File: config.mk
export PLATFORM = sky130hd
export DESIGN_NAME = multicycle_controller_flat
export DESIGN_NICKNAME = d
export VERILOG_FILES = /design/src/rtl/multicycle_controller_if.sv /design/src/rtl/multicycle_controller.sv /design/src/flat_wrapper.sv
export SDC_FILE = /design/constraint.sdc
export NUM_CORES = 1
export LEC_CHECK = 0
export ABC_AREA = 1
export CORE_MARGIN = 1.5
export CORE_UTILIZATION = 39
export DETAILED_ROUTE_END_ITERATION = 10
export PLACE_DENSITY_LB_ADDON = 0.08
export SLEW_MARGIN = 20
export SYNTH_ARGS = -nofsm -noshare
export SYNTH_HDL_FRONTEND = slang
export SYNTH_SLANG_ARGS = --single-unit
File: constraint.sdc
create_clock -name CLK -period 1.65 [get_ports CLK]
set_input_delay 0.2475 -clock CLK [delete_from_list [all_inputs] [get_ports CLK]]
set_output_delay 0.2475 -clock CLK [all_outputs]
set_load 0.02 [all_outputs]
File: src/rtl/multicycle_controller_if.sv
// Memory request/ready handshake between the control FSM and instruction/data memory.
interface multicycle_controller_if;
  logic MemReq;
  logic MemWrite;
  logic AdrSrc;
  logic MemReady;

  modport master (
    output MemReq,
    output MemWrite,
    output AdrSrc,
    input  MemReady
  );

  modport slave (
    input  MemReq,
    input  MemWrite,
    input  AdrSrc,
    output MemReady
  );
endinterface

File: src/rtl/multicycle_controller.sv
// Main control FSM of the multi-cycle RV32I core: sequences fetch/decode/execute/memory/writeback
// and drives every datapath select and strobe, stalling on the memory handshake.
module multicycle_controller (
  input  logic                           CLK,
  input  logic                           Reset,
  input  logic [6:0]                     op,
  input  logic [2:0]                     funct3,
  input  logic                           funct7b5,
  input  logic                           Zero,
  multicycle_controller_if.master        mem,
  output logic                           IRWrite,
  output logic                           PCEn,
  output logic [1:0]                     PCSrc,
  output logic                           RegWrite,
  output logic [1:0]                     ResultSrc,
  output logic [1:0]                     ALUSrcA,
  output logic [1:0]                     ALUSrcB,
  output logic [2:0]                     ALUControl,
  output logic [2:0]                     ImmSrc,
  output logic                           IllegalInstr,
  output logic [3:0]                     State
);

  localparam logic [6:0] OpLoad   = 7'b0000011;
  localparam logic [6:0] OpStore  = 7'b0100011;
  localparam logic [6:0] OpR      = 7'b0110011;
  localparam logic [6:0] OpI      = 7'b0010011;
  localparam logic [6:0] OpBranch = 7'b1100011;
  localparam logic [6:0] OpJal    = 7'b1101111;
  localparam logic [6:0] OpJalr   = 7'b1100111;
  localparam logic [6:0] OpLui    = 7'b0110111;

  typedef enum logic [3:0] {
    StFetch    = 4'd0,
    StDecode   = 4'd1,
    StMemAdr   = 4'd2,
    StMemRead  = 4'd3,
    StMemWb    = 4'd4,
    StMemWrite = 4'd5,
    StExecR    = 4'd6,
    StExecI    = 4'd7,
    StAluWb    = 4'd8,
    StBranch   = 4'd9,
    StJal      = 4'd10,
    StJalr     = 4'd11,
    StLui      = 4'd12,
    StTrap     = 4'd13
  } state_e;

  state_e state_q, state_d;
  logic   mem_req, mem_write, adr_src;
  logic   alu_f3_ok;

  assign alu_f3_ok = (funct3 == 3'b000) || (funct3 == 3'b010) ||
                     (funct3 == 3'b110) || (funct3 == 3'b111);

  always_ff @(posedge CLK) begin
    if (!Reset) state_q <= StFetch;
    else        state_q <= state_d;
  end

  always_comb begin
    state_d      = state_q;
    mem_req      = 1'b0;
    mem_write    = 1'b0;
    adr_src      = 1'b0;
    IRWrite      = 1'b0;
    PCEn         = 1'b0;
    PCSrc        = 2'b00;
    RegWrite     = 1'b0;
    ResultSrc    = 2'b00;
    ALUSrcA      = 2'b00;
    ALUSrcB      = 2'b00;
    ALUControl   = 3'b000;
    IllegalInstr = 1'b0;

    case (op)
      OpStore:  ImmSrc = 3'b001;
      OpBranch: ImmSrc = 3'b010;
      OpJal:    ImmSrc = 3'b011;
      OpLui:    ImmSrc = 3'b100;
      default:  ImmSrc = 3'b000;
    endcase

    case (state_q)
      StFetch: begin
        mem_req = 1'b1;
        IRWrite = mem.MemReady;
        if (mem.MemReady) state_d = StDecode;
      end
      StDecode: begin
        case (op)
          OpLoad, OpStore: state_d = StMemAdr;
          OpR:             state_d = alu_f3_ok ? StExecR : StTrap;
          OpI:             state_d = alu_f3_ok ? StExecI : StTrap;
          OpBranch:        state_d = (funct3[2:1] == 2'b00) ? StBranch : StTrap;
          OpJal:           state_d = StJal;
          OpJalr:          state_d = (funct3 == 3'b000) ? StJalr : StTrap;
          OpLui:           state_d = StLui;
          default:         state_d = StTrap;
        endcase
      end
      StMemAdr: begin
        ALUSrcA = 2'b01;
        ALUSrcB = 2'b01;
        state_d = (op == OpStore) ? StMemWrite : StMemRead;
      end
      StMemRead: begin
        mem_req = 1'b1;
        adr_src = 1'b1;
        if (mem.MemReady) state_d = StMemWb;
      end
      StMemWb: begin
        ResultSrc = 2'b01;
        RegWrite  = 1'b1;
        PCEn      = 1'b1;
        state_d   = StFetch;
      end
      StMemWrite: begin
        mem_req   = 1'b1;
        mem_write = 1'b1;
        adr_src   = 1'b1;
        PCEn      = mem.MemReady;
        if (mem.MemReady) state_d = StFetch;
      end
      StExecR, StExecI: begin
        ALUSrcA = 2'b01;
        ALUSrcB = (state_q == StExecI) ? 2'b01 : 2'b00;
        // addi never subtracts: funct7b5 only selects sub for R-type
        case (funct3)
          3'b000:  ALUControl = (state_q == StExecR && funct7b5) ? 3'b001 : 3'b000;
          3'b010:  ALUControl = 3'b101;
          3'b110:  ALUControl = 3'b011;
          3'b111:  ALUControl = 3'b010;
          default: ALUControl = 3'b000;
        endcase
        state_d = StAluWb;
      end
      StAluWb: begin
        RegWrite = 1'b1;
        PCEn     = 1'b1;
        state_d  = StFetch;
      end
      StBranch: begin
        ALUSrcA    = 2'b01;
        ALUControl = 3'b001;
        PCEn       = 1'b1;
        PCSrc      = ((funct3 == 3'b000) ? Zero : ~Zero) ? 2'b01 : 2'b00;
        state_d    = StFetch;
      end
      StJal: begin
        ResultSrc = 2'b10;
        RegWrite  = 1'b1;
        PCEn      = 1'b1;
        PCSrc     = 2'b01;
        state_d   = StFetch;
      end
      StJalr: begin
        ALUSrcA   = 2'b01;
        ALUSrcB   = 2'b01;
        ResultSrc = 2'b10;
        RegWrite  = 1'b1;
        PCEn      = 1'b1;
        PCSrc     = 2'b10;
        state_d   = StFetch;
      end
      StLui: begin
        ResultSrc = 2'b11;
        RegWrite  = 1'b1;
        PCEn      = 1'b1;
        state_d   = StFetch;
      end
      StTrap: begin
        IllegalInstr = 1'b1;
      end
      default: state_d = StFetch;
    endcase

    // Reset kills every strobe and select in the same cycle, so an abandoned access never commits
    if (!Reset) begin
      mem_req      = 1'b0;
      mem_write    = 1'b0;
      adr_src      = 1'b0;
      IRWrite      = 1'b0;
      PCEn         = 1'b0;
      PCSrc        = 2'b00;
      RegWrite     = 1'b0;
      ResultSrc    = 2'b00;
      ALUSrcA      = 2'b00;
      ALUSrcB      = 2'b00;
      ALUControl   = 3'b000;
      ImmSrc       = 3'b000;
      IllegalInstr = 1'b0;
    end
  end

  assign mem.MemReq   = mem_req;
  assign mem.MemWrite = mem_write;
  assign mem.AdrSrc   = adr_src;
  assign State        = state_q;

endmodule

File: src/flat_wrapper.sv
// flat-port wrapper written by rule: the top's interface ports become plain ports
module multicycle_controller_flat 
  (CLK, Reset, op, funct3, funct7b5, Zero, IRWrite, PCEn, PCSrc, RegWrite, ResultSrc, ALUSrcA, ALUSrcB, ALUControl, ImmSrc, IllegalInstr, State, mem_MemReq, mem_MemWrite, mem_AdrSrc, mem_MemReady);
  multicycle_controller_if mem_i ();
  input  logic CLK;
  input  logic Reset;
  input  logic [6:0] op;
  input  logic [2:0] funct3;
  input  logic funct7b5;
  input  logic Zero;
  output logic IRWrite;
  output logic PCEn;
  output logic [1:0] PCSrc;
  output logic RegWrite;
  output logic [1:0] ResultSrc;
  output logic [1:0] ALUSrcA;
  output logic [1:0] ALUSrcB;
  output logic [2:0] ALUControl;
  output logic [2:0] ImmSrc;
  output logic IllegalInstr;
  output logic [3:0] State;
  output wire logic [$bits(mem_i.MemReq)-1:0] mem_MemReq;
  output wire logic [$bits(mem_i.MemWrite)-1:0] mem_MemWrite;
  output wire logic [$bits(mem_i.AdrSrc)-1:0] mem_AdrSrc;
  input wire logic [$bits(mem_i.MemReady)-1:0] mem_MemReady;
  assign mem_MemReq = mem_i.MemReq;
  assign mem_MemWrite = mem_i.MemWrite;
  assign mem_AdrSrc = mem_i.AdrSrc;
  assign mem_i.MemReady = mem_MemReady;
  multicycle_controller u_core (.CLK(CLK), .Reset(Reset), .op(op), .funct3(funct3), .funct7b5(funct7b5), .Zero(Zero), .mem(mem_i), .IRWrite(IRWrite), .PCEn(PCEn), .PCSrc(PCSrc), .RegWrite(RegWrite), .ResultSrc(ResultSrc), .ALUSrcA(ALUSrcA), .ALUSrcB(ALUSrcB), .ALUControl(ALUControl), .ImmSrc(ImmSrc), .IllegalInstr(IllegalInstr), .State(State));
endmodule
Yosys cells after proc, flatten, opt, wreduce, memory -nomap -nowiden:

Index checks and enable logic that the tools add are counted.

* word-level logic and storage cells: 88
* register bits: 4
* bits of input ports: 15
* output and inout port bits: 25

* muxes and demuxes: 41
* equal/unequal tests: 27
* bitwise logic cells: 2
* reduce and logical (&&, ||, !) cells: 17

Operator list (count)
* $pmux W4 S7: 2
* $eq A4 B4 Y1 const B: 6
* $pmux W3 S4: 2
* $eq A7 B6 Y1 const B: 3
* $eq A7 B7 Y1 const B: 3
* $mux W4: 5
* $mux W1: 19
* $eq A4 B3 Y1 const B: 4
* $mux W3: 5
* $pmux W2 S3: 2
* $reduce_or A2 Y1: 5
* $reduce_or A5 Y1: 2
* $eq A4 B2 Y1 const B: 2
* $eq A7 B2 Y1 const B: 1
* $eq A7 B5 Y1 const B: 1
* $eq A3 B3 Y1 const B: 2
* $mux W2: 3
* $ne A2 B2 Y1 const B: 3
* $pmux W3 S2: 1
* $reduce_or A6 Y1: 1
* $eq A4 B1 Y1 const B: 1
* $logic_not A4 Y1: 1
* $pmux W2 S2: 1
* $reduce_and A4 Y1: 1
* other kinds (8): 11

Depth between registers and ports, before layout:

* depth in word-level cells: 7
* mapped depth: 11
* gate-level depth less buffers: 11

Worst setup path after synthesis:

Ideal clock, no wire load.

* kind: flip-flop to output port
* start point: register u_core.state_q[2] (netlist: u_core.State[2])
* end point: output port ALUControl[2]
* stages on the path, launching flop included: 7
* path buffers: 0
* arrival time: 1620 ps
* setup slack: -217 ps
* required time: 1402 ps
* cells stage by stage: dfxtp_1 -> inv_2 -> nor2_2 -> inv_1 -> nor2_1 -> nand2_1 -> nor4_1

* word-level cells in the longest chain between the ends: 4
* elaborated cells on any way between the ends: 6
* classes of those cells: eq/ne (3); mux (2); reduce/logical (1)

Ends and longest elaborated chain
* from (decl): RTL line multicycle_controller.sv:50 `state_e state_q, state_d;`
* from (signal assigned): RTL line multicycle_controller.sv:58 `if (!Reset) state_q <= StFetch;`
* from (signal assigned): RTL line multicycle_controller.sv:59 `else state_q <= state_d;`
* $eq A4 B3 Y1: RTL line multicycle_controller.sv:85 `case (state_q)`
* $reduce_or A2 Y1: RTL line multicycle_controller.sv:85
* $pmux W3 S2 *: RTL line multicycle_controller.sv:85
* $mux W3 *: RTL line multicycle_controller.sv:180 `if (!Reset) begin`
* to (decl): RTL line flat_wrapper.sv:18 `output logic [2:0] ALUControl;`

Every way passes the cells marked *; elsewhere a longest branch is shown, timed or not.

Worst setup path after layout:

* start point: register u_core.state_q[0] (netlist: u_core.State[0])
* end point: output port ResultSrc[1]

* word-level cells in the longest chain between the ends: 4
* elaborated cells on any way between the ends: 7
* classes of those cells: eq/ne (4); mux (2); reduce/logical (1)

Ends and longest elaborated chain
* $eq A4 B4 Y1: RTL line multicycle_controller.sv:85
* $reduce_or A2 Y1 (no source line)
* $pmux W2 S3 *: RTL line multicycle_controller.sv:85
* $mux W2 *: RTL line multicycle_controller.sv:180
* to (decl): RTL line flat_wrapper.sv:15 `output logic [1:0] ResultSrc;`

Marked as above.

==> impl_metrics.toml <==
[sta]
post-route-period-util_pct = 105.5
max_freq_mhz = 574.7
skew_ns = 0.0008113
holdWs_ns = 0.4888
worst_slack_ns = -0.09011
min_period_ns = 1.740
setup_tns_ns = -0.3205
setup_violations = 8
slew_viol_final = 0
hold_viol_final = 0
rsz0062_at_grt = "yes"

[synth]
yosysTopAreaCell = "nand2_1"
ys_top_cells_by_area = "nand2_1 21%, nor2_1 13%, dfxtp_1 11%"
avgSynthCellArea_um2 = 5.168
synthFlopType = "dfxtp_1"
postSynth.asyncResetShare_pct = 0
yosysUniqueCellTypes = 30
ys_warn_count = 0
synth_top_cell_area_share_pct = 21.39
ys_ff_latch = 4
synthesis.area_um2 = 754.5
synthCells = 146
ys_seq_area_share_pct = 10.61
synth_edf_count = 0

[routing]
wl_per_cell_um = 17.15
drt_iter0_drc = 71
dr.pass1.iters = 4
ant_nets = 0
drc_errors = 0
viasPerCell = 5.564
dr_total_vias = 1480
drt-total-wl_mm = 4.561

[floorplan]
start_util_pct = 42.77
dieArea_um2 = 2208
io_pins = 40
die_w_um = 46.99
rows = 15
core_area_um2 = 1764
die_h_um = 46.99

[setup_path]
crit_type = "register to output port"
arrival_ns = 1.49
worstSetupEndpointType = "output port"
crit_fanout = 5
cp-startpoint = "u_core.State[0]$_SDFFE_PN0P_"
critPathRequiredTime_ns = 1.40
r2r_start = "u_core.State[0]$_SDFFE_PN0P_"
cp-start-kind = "register"

[final_layout]
largest_reg_flops = 4
fin_nets = 258
final_core_util_pct = 93.48
fill_cells = 62
ff_latch_area_um2 = 95.09
multiInputGateArea_um2 = 663.1
diodes = 0
drive_gt1_share_pct = 57.26
layout_common_cells = "68 x buf_4, 38 x nand2_1, 17 x nor2_1, 13 x inv_1, 12 x inv_2"
areaGrowthSynthToFinish_pct = 118.6
mostFrequentLayoutCell = "buf_4"

[global_route]
grt_pass1_vias = 1206
grt-ovfl-total = 0
antenna_found_initial = 0
grt_pass1_wl_mm = 4.974
grt_max_degree = 11
grt_use_total_pct = 30.94

[job]
cap_violations = 0

[clock_tree]
cts_tree = "built"
clkSinkCount = 4
clk_pin_slew_ns = 0.04
cts_buffer_depth = 2
insertion_delay_ns = 0.24
cts_buffers = 3
cts-root-buf = "clkbuf_4"
ctsHtreeMaxLevel = 1

[outcome]
violations = "negative setup slack"
status = "complete, but fails checks"

[power]
powerDensity_nw_per_um2 = 873.7
power_uw = 1441
ir_drop_mv = 0.9472
p_leak_uw = 0.0008850

[placement]
port_buffers = 37
preCtsSetupSlack_ns = -0.5654
gp_congestion = 0.8440
post-dp-hpwl_mm = 2.253

[min_path]
hp-start = "Reset"
min_path_type = "input pin to register"
## kinds of logic after synthesis
logic type | count (synthesis) | share of synthesized area [%]
buffers and inverters | 30 | 15.92
AOI/OAI and AO/OA | 18 | 16.25
and+or+nand+nor | 93 | 56.72
other | 1 | 0.4970
DFF | 4 | 10.61
## worst max-delay path, stage by stage (launching register included)
cell      delay, ns
dfxtp_4        0.36
nor2_1         0.19
nand2_1        0.14
a211oi_1       0.31
buf_2          0.25
## cell usage after synthesis (2+ instances only)
cell type and instances:
a21oi_1 4, a21oi_2 2, a31oi_1 3, buf_4 2, dfxtp_1 4, inv_1 18, inv_2 8, nand2_1 43
nand2_2 5, nand3_1 3, nor2_1 26, nor2_2 3, nor2_4 3, nor3_1 3, nor3_2 2, o21ai_1 2
or2_2 2
## metal layers
layer	track usage, %	up-vias	part of all wire (%)
met1	35.40	681	37
met2	57.53	109	49
met5	0	-	0
met4	10.56	0	6.6
met3	5.000	45	7.2
li1	-	645	-
## worst paths after layout
path,endpoint,slack [ns],cells after the start
worst max register to register,u_core.State[0]$_SDFFE_PN0P_,0.09,9
worst max-delay path,ResultSrc[1],-0.09,4
worst min-delay path,u_core.State[1]$_SDFFE_PN0P_,0.49,4
worst min register to register,u_core.State[2]$_SDFFE_PN0P_,0.68,3
## layout make-up
class,count,share of cell area [%]
clock buffer,3,1.366
inverter,27,6.373
multi-input combinational,113,40.21
sequential,4,5.766
tap,25,1.897
timing repair buffer,94,44.39
## where the power goes
part / internal, uW / total, uW / switching [uW] / leakage [uW]
clock network: 82.1 / 132 / 50.1 / 0.0000138
logic: 476 / 1100 / 628 / 0.000836
registers: 141 / 205 / 64.0 / 0.0000356
## what timing repair did
item                       in CTS  in global routing
buffers inserted                9                  4
hold endpoints to repair        0                  0
pin swaps                       7                 10
hold buffers                    0                  0
gates resized for setup       103                 37
setup endpoints to repair      21                 18
## per-stage QoR
| stage | area, um^2 | cells |
|---|---|---|
| after global placement | 1489 | 250 |
| after CTS | 1539 | 262 |
| after floorplan | 775.7 | 147 |
| final | 1649 | 266 |
| after global routing | 1649 | 266 |
| after detailed placement | 1489 | 250 |
Note: power is estimated with default switching activity, not from simulation.
